==> src/rtl/pc.sv <==
// pc: program-counter register with combinational PC+4 and an optional word-alignment check.
//     Define PC_ALIGN_CHECK_EN to flag misaligned next-PC values and force loads to word alignment.
module pc #(
   parameter int               WIDTH        = 32,
   parameter logic [WIDTH-1:0] RESET_VECTOR = '0
) (
   input  logic             clk,
   input  logic             rst_n,
   input  logic             en,
   input  logic [WIDTH-1:0] in,
   output logic [WIDTH-1:0] out,
   output logic [WIDTH-1:0] out_plus4,
   output logic             misaligned
);
   logic [WIDTH-1:0] nxt;
`ifdef PC_ALIGN_CHECK_EN
   assign nxt        = {in[WIDTH-1:2], 2'b00};
   assign misaligned = |in[1:0];
`else
   assign nxt        = in;
   assign misaligned = 1'b0;
`endif
   // PC register: async reset to the reset vector, otherwise load on enable and hold on stall
   always_ff @(posedge clk or negedge rst_n)
      if (!rst_n) out <= RESET_VECTOR;
      else if (en) out <= nxt;
   assign out_plus4 = out + WIDTH'(4);
endmodule

==> config.mk <==
export PLATFORM = sky130hd
export DESIGN_NAME = pc
export DESIGN_NICKNAME = d
export VERILOG_FILES = /design/src/rtl/pc.sv
export SDC_FILE = /design/constraint.sdc
export NUM_CORES = 1
export LEC_CHECK = 0
export ABC_AREA = 1
export CAP_MARGIN = 40
export CORE_MARGIN = 2
export CORE_UTILIZATION = 38
export CTS_BUF_LIST = sky130_fd_sc_hd__clkbuf_8
export CTS_CLUSTER_SIZE = 25
export DETAILED_ROUTE_END_ITERATION = 10
export PLACE_DENSITY = 0.79
export SKIP_CTS_REPAIR_TIMING = 1
export SYNTH_ARGS = -nofsm -noshare
export SYNTH_HDL_FRONTEND = slang
export SYNTH_SLANG_ARGS = --single-unit
==> constraint.sdc <==
create_clock -name clk -period 1.35 [get_ports clk]
set_clock_uncertainty 0.1 [all_clocks]
set_input_delay 0.27 -clock clk [delete_from_list [all_inputs] [get_ports clk]]
set_output_delay 0.27 -clock clk [all_outputs]
set_load 0.05 [all_outputs]
==> results.yml, run 1 <==
sta:
  finalHoldViolations: 0
  maxSlewViolCount: 0
  fin_crit_sh: 1.791
  period_minus_slack_ns: 2.419
  setup_violations: 59
  rsz0062_at_grt: "true"
  whs_ns: 0.2622
  setup_slack_ns: -1.069
  setup_tns_ns: -26.55
  max_freq_mhz: 413.5
worst_setup_path:
  cp_cell_sequence: "nand2_1, nor2_1, nand2_1, nor2_4, nand2_1, nand2_2, nand2_4, buf_12"
  cpMostUsedCell: "nand2_1"
  cp.arrival_ns: 2.05
  cp_slowest_cell: "dfrtp_2"
  worst-path-max-fanout: 5
  endpoint_kind: "output port"
  path_class: "register to output port"
  crit_family: "simple AND/OR/NAND/NOR gates"
  critPathLaunchType: "register"
  critPathBufInv: 1
  required_ns: 0.98
  cp_slowest_stage_delay_ns: 0.45
power:
  power_frac_clock: 0.164
  p_sw_mw: 1.951
  p_int_mw: 2.623
  seq_power_share: 0.263
  switching_share: 0.4265
  cellLeakagePower_nw: 2.174
  pwr-share-comb: 0.573
  ir_drop_uv: 960.7
  p_per_area_nw_per_um2: 927.7
cells_and_area:
  diodes: 0
  drive_gt1_frac: 0.5161
  area_delta_synth_final_pct: 144.0
  regMostFlops: "out"
  n_fill_cell: 83
  fin_nets: 469
  seqCellArea_um2: 812.0
  top_regs: "out: 32 flops"
  multi_input_area_um2: 1583
  largest_reg_flops: 32
synthesis:
  ys.flop_type: "dfrtp_1"
  synth.top_cells.by_count: "nand2_1 (100), dfrtp_1 (32), nor2_1 (30)"
  synth_cell_types: 18
  netlist_area_um2: 2021
  synth_area_leader_cell: "dfrtp_1"
  syn_nets: 312
  async_flop_share: 1.000
  syn_avg_cell_area_um2: 7.321
  synth-seq-area-share: 0.3963
  synth.area.top_cells: "dfrtp_1 (40%), nand2_1 (19%), mux2_2 (7.2%)"
  synth_top_area_share: 0.3963
  synth_seq_cells: 32
  synth_cells: 276
  synth-edff-count: 0
  synth_warnings: 0
  synth.most_common_cell: "nand2_1"
global_route:
  top_usage_layer: "met2"
  grt_pass1_wl_mm: 14.58
  use_met3: 0.06588
  grt_max_degree: 43
  met1_usage: 0.3432
  use_met2: 0.6053
  grt_pass1_vias: 2874
  grt_overflow_total: 0
  grt_usage: 0.3229
  antenna_found_initial: 0
route:
  wl_per_cell_um: 25.96
  drt-vias-per-instance: 5.718
  postRouteAntennaNets: 0
  drt-total-wl_mm: 13.08
  drc: 0
  drtPass1Iterations: 5
  drt_iter0_markers: 399
  vias: 2882
run_status:
  status: "finished with violations"
  violations: "negative setup slack"
worst_hold_path:
  hold_path.class: "input pin to asynchronous set/reset pin"
cts:
  cts_tree: "done"
  insertion_delay_ns: 0.30
  cts_buffer_depth: 2
  cts.sinks: 32
  root_buffer: "clkbuf_8"
  clkTransAtPathRegs_ns: 0.07
  h-tree-depth: 2
  cts_buffers: 5
floorplan:
  initial_core_util: 0.3956
  io_pins: 100
  dieArea_um2: 5917
  die_w_um: 76.92
  row_count: 26
  core_um2: 5107
  die_y_um: 76.92
placed_design:
  portBuffers: 98
  place.gp.congestion: 0.8861
  hpwl_mm: 7.036
job:
  cap_violations: 0
## worst reg2reg max path, stage by stage (launching register included)
cell and delay [ns]:
dfrtp_1 0.43, buf_6 0.15, inv_1 0.08, o21ai_0 0.34
## layout by cell type (no fill, tap or decap)
cell,synthesis,routed
buf_4,3,23
nor2_2,4,3
buf_12,0,69
conb_1,1,1
nand3_1,14,8
nand2_1,100,71
nand3_2,0,5
ha_1,1,1
clkinv_2,0,1
clkinvlp_4,0,1
buf_2,2,1
nand3_4,0,1
nand2_4,1,19
mux2_2,13,13
dfrtp_2,0,9
dfrtp_1,32,23
and2_4,0,1
clkdlybuf4s50_1,0,33
nor2_1,30,24
clkbuf_8,0,5
buf_6,0,33
inv_1,27,28
xor2_4,0,13
and2_1,3,2
xor2_2,0,2
o21ai_0,19,19
nand2_2,2,13
nor2_4,5,12
## power groups by stage
stage	combinational, mW	clock [mW]	sequential, mW
floorplan	0.729	0	1.52
global route	2.68	0.786	1.20
CTS	2.43	0.729	1.16
detailed placement	2.42	0	1.17
global placement	2.36	0	1.16
finish	2.62	0.750	1.20
## per-stage QoR
stage	util	worst slack (ns)	total power [mW]	area [um2]	instances
3_3_place_gp	0.8765	-0.4940	3.521	4477	488
4_1_cts	0.8925	-0.9089	4.320	4558	496
2_1_floorplan	-	-0.8142	2.249	2397	276
3_5_place_dp	0.8765	-0.5899	3.594	4477	488
5_1_grt	0.9652	-1.118	4.663	4930	504
6_report	0.9652	-1.069	4.573	4930	504
## area by class of cell
cell class / instances / share of cell area
tap: 70 / 0.01777
multi-input combinational: 208 / 0.3211
sequential: 32 / 0.1647
clock buffer: 5 / 0.01396
clock inverter: 3 / 0.002538
timing repair buffer: 159 / 0.4586
inverter: 27 / 0.02132
## path summary, 6_finish.rpt
path	slack, ns	depth (start not counted)	start	endpoint
setup / recovery	-1.07	8	out[11]	out_plus4[26]
hold / removal	0.26	2	rst_n	out[12]
setup reg to reg	0.11	3	out[26]	out[26]
hold reg to reg	0.60	1	out[1]	out[1]
max in group asynchronous	0.69	2	rst_n	out[15]
min in group clk	0.38	3	en	out[7]
## metal layers
metal  wire, um  up-vias
li1           -     1149
met1       4458     1427
met2       6652      218
met3        966       88
met4       1006        0
met5          0        -
## logic make-up after synthesis
group,count (synthesis),share of synthesized area
flops,32,0.3963
xor+xnor,15,0.06502
buf+inv,36,0.07368
other cells,1,0.001856
compound gates,19,0.04706
fa+ha+maj,1,0.006191
mux,13,0.07245
simple gates,159,0.3375
(Power assumes the default switching activity.)
==> run 2: changes to the inputs <==
==> constraint.sdc (replaced) <==
create_clock -name clk -period 1.35 [get_ports clk]
set_clock_uncertainty 0.1 [all_clocks]
set_input_delay 0.2025 -clock clk [delete_from_list [all_inputs] [get_ports clk]]
set_output_delay 0.2025 -clock clk [all_outputs]
set_load 0.05 [all_outputs]
==> run 2 against run 1 <==
  * The run now fails in 5_1_grt
  * Synthesized cell count stayed put
  * Synthesized area stayed put
==> results.yml, run 2 <==
run_status:
  status: "aborted with a tool error"
  failing_step: "5_1_grt"
  error: "[ERROR DPL-0033] detailed placement checks failed during check placement."
synthesis:
  synth_cells: 276
  async_flop_share: 1.000
  synth-edff-count: 0
  synth-seq-area-share: 0.3963
  syn_nets: 312
  syn_avg_cell_area_um2: 7.321
  synth.top_cells.by_count: "nand2_1 (100), dfrtp_1 (32), nor2_1 (30)"
  synth_cell_types: 18
  synth_warnings: 0
  netlist_area_um2: 2021
  ys.flop_type: "dfrtp_1"
  synth_area_leader_cell: "dfrtp_1"
  synth.area.top_cells: "dfrtp_1 (40%), nand2_1 (19%), mux2_2 (7.2%)"
  synth.most_common_cell: "nand2_1"
  synth_seq_cells: 32
  synth_top_area_share: 0.3963
placed_design:
  place.gp.congestion: 0.8795
  place_area_um2: 4477
  hpwl_mm: 7.205
  portBuffers: 98
floorplan:
  row_count: 26
  initial_core_util: 0.3956
  die_w_um: 76.92
  die_y_um: 76.92
  io_pins: 100
cts:
  cts_buffer_depth: 2
  cts.sinks: 32
  root_buffer: "clkbuf_8"
  cts_buffers: 5
  h-tree-depth: 2
global_route:
  grt_max_degree: 33
  antenna_found_initial: 1
sta:
  endpoint_type: "output port"
  grt-worst-endpoint: "out_plus4[17]"
-- run 2: cell counts after synthesis --
Identical to the previous run, type by type.
-- run 2: logic make-up after synthesis --
logic type	share of synthesized area
AND/OR/NAND/NOR	0.3375
buffers and inverters	0.07368
flip-flops	0.3963
AO/OA/AOI/OAI	0.04706
XOR/XNOR	0.06502
multiplexers	0.07245
adder cells (fa/ha/maj)	0.006191
other	0.001856
-- run 2: through the flow --
| stage | util | hold WS [ns] | cells | setup WS, ns |
|---|---|---|---|---|
| 2_1_floorplan | - | -0.1931 | 276 | -0.7467 |
| 3_3_place_gp | 0.8765 | 0.4665 | 488 | -0.4248 |
| 3_5_place_dp | 0.8765 | 0.4982 | 488 | -0.5436 |
| 4_1_cts | 0.8942 | 0.1825 | 496 | -0.8545 |
==> run 3: changes to the inputs <==
--- a/config.mk
+++ b/config.mk
@@ -8,11 +8,9 @@
 export ABC_AREA = 1
 export CAP_MARGIN = 40
 export CORE_MARGIN = 2
-export CORE_UTILIZATION = 38
-export CTS_BUF_LIST = sky130_fd_sc_hd__clkbuf_8
-export CTS_CLUSTER_SIZE = 25
+export CORE_UTILIZATION = 40
 export DETAILED_ROUTE_END_ITERATION = 10
-export PLACE_DENSITY = 0.79
+export PLACE_DENSITY_LB_ADDON = 0.15
 export SKIP_CTS_REPAIR_TIMING = 1
 export SYNTH_ARGS = -nofsm -noshare
 export SYNTH_HDL_FRONTEND = slang
==> constraint.sdc (replaced) <==
create_clock -name clk -period 1.8 [get_ports clk]
set_clock_uncertainty 0.1 [all_clocks]
set_input_delay 0.27 -clock clk [delete_from_list [all_inputs] [get_ports clk]]
set_output_delay 0.27 -clock clk [all_outputs]
set_load 0.05 [all_outputs]
==> run 3 against run 2 <==
  * The flow now finishes, with violations (negative setup slack)
==> results.yml, run 3 (same netlist as run 1, synthesis figures left out) <==
cells_and_area:
  final_cell_area_um2: 4264
  area_delta_synth_final_pct: 111.0
  diodes: 0
  top_regs: "out: 32 flops"
  final_common_cell: "nand2_1"
  fin_nets: 442
  largest_reg_flops: 32
  multi_input_area_um2: 1583
  seqCellArea_um2: 817.0
  regMostFlops: "out"
  layout_common_cells: "nand2_1 (68), buf_4 (57), buf_12 (37)"
  n_fill_cell: 203
  drive_gt1_frac: 0.5160
  utilization: 0.8910
floorplan:
  initial_core_util: 0.4222
  dieArea_um2: 5636
  die_y_um: 75.08
  core_um2: 4786
  io_pins: 100
  die_w_um: 75.08
  row_count: 25
cts:
  cts_buffers: 5
  cts.sinks: 32
  clkTransAtPathRegs_ns: 0.07
  cts_tree: "done"
  root_buffer: "clkbuf_8"
  h-tree-depth: 2
  cts_buffer_depth: 2
  insertion_delay_ns: 0.28
sta:
  fin_crit_sh: 1.272
  max_freq_mhz: 436.7
  setup_tns_ns: -9.146
  period_minus_slack_ns: 2.290
  whs_ns: 0.2693
  rsz0062_at_grt: "true"
  setup_slack_ns: -0.4900
  maxSlewViolCount: 0
  setup_violations: 27
  finalHoldViolations: 0
global_route:
  grt_pass1_vias: 2341
  grt_overflow_total: 0
  antenna_found_initial: 0
  grt_max_degree: 33
  grt_pass1_wl_mm: 10.92
  grt_usage: 0.2607
route:
  drtPass1Iterations: 4
  drt-total-wl_mm: 8.663
  drc: 0
  postRouteAntennaNets: 0
  drt-vias-per-instance: 5.266
  drt_iter0_markers: 281
  wl_per_cell_um: 18.28
  vias: 2496
worst_setup_path:
  endpoint: "out_plus4[24]"
  cpMostUsedCell: "nand2_1"
  required_ns: 1.43
  path_class: "register to output port"
  r2r_start: "out[2]"
  worst-path-max-fanout: 4
  cp.arrival_ns: 1.92
  r2r_slack_ns: 0.49
  cp_slowest_stage_delay_ns: 0.41
  timing.rr.end: "out[2]"
  critPathBufInv: 1
  cp_cell_sequence: "nand2_1, nor2_1, nand2_1, nor2_4, nand2_1, nand2_2, nand2_4, buf_12"
  endpoint_kind: "output port"
  cp-startpoint: "out[10]"
  cp_slowest_cell: "dfrtp_1"
  critPathLaunchType: "register"
  crit_family: "simple AND/OR/NAND/NOR gates"
  path_depth: 8
  ff2ff_path_depth: 5
placed_design:
  place_area_um2: 3923
  hpwl_mm: 5.396
  portBuffers: 98
  place.gp.congestion: 0.8464
run_status:
  violations: "negative setup slack"
  status: "finished with violations"
job:
  cap_violations: 0
power:
  p_per_area_nw_per_um2: 757.5
  ir_drop_uv: 644.2
  power_mw: 3.230
  cellLeakagePower_nw: 1.844
worst_hold_path:
  hold_path.class: "input pin to register"
run 3: how the worst min path moves through the flow:
| stage | from | to | slack [ns] | depth (start not counted) |
|---|---|---|---|---|
| floorplan | rst_n | out[0] | -0.13 | 0 |
| global placement | out[1] | out[1] | 0.42 | 1 |
| detailed placement | out[1] | out[1] | 0.44 | 1 |
| CTS | en | out[26] | 0.26 | 3 |
| global route | en | out[22] | 0.29 | 2 |
| finish | en | out[24] | 0.27 | 3 |
run 3: layout make-up:
| class | instances | share of cell area |
|---|---|---|
| Inverter | 27 | 0.02465 |
| Multi-Input combinational cell | 208 | 0.3712 |
| Clock buffer | 7 | 0.02259 |
| Clock inverter | 1 | 0.007042 |
| Sequential cell | 32 | 0.1916 |
| Tap cell | 67 | 0.01966 |
| Timing Repair Buffer | 132 | 0.3633 |
run 3: power by group:
part	internal, mW	switching [mW]	leakage [nW]
Sequential	0.792	0.0962	0.369
Combinational	0.654	0.916	1.41
Clock	0.489	0.284	0.0645
run 3: metal layers:
layer  vias up  share of wire  track usage
met2       156           0.52       0.4669
met4         0          0.046      0.08730
met3        35          0.072      0.04284
li1       1092              -            -
met1      1213           0.36       0.3170
met5         -              0            0
run 3: worst min-delay path, cell delays in order:
cell and delay (ns):
buf_2 0.18, nand2_1 0.08, o21ai_0 0.08
run 3: per-stage QoR:
stage	worst slack [ns]	instances
2_1_floorplan	-0.3641	276
3_3_place_gp	-0.01837	463
3_5_place_dp	-0.1157	463
4_1_cts	-0.4221	471
5_1_grt	-0.5377	474
6_report	-0.4900	474
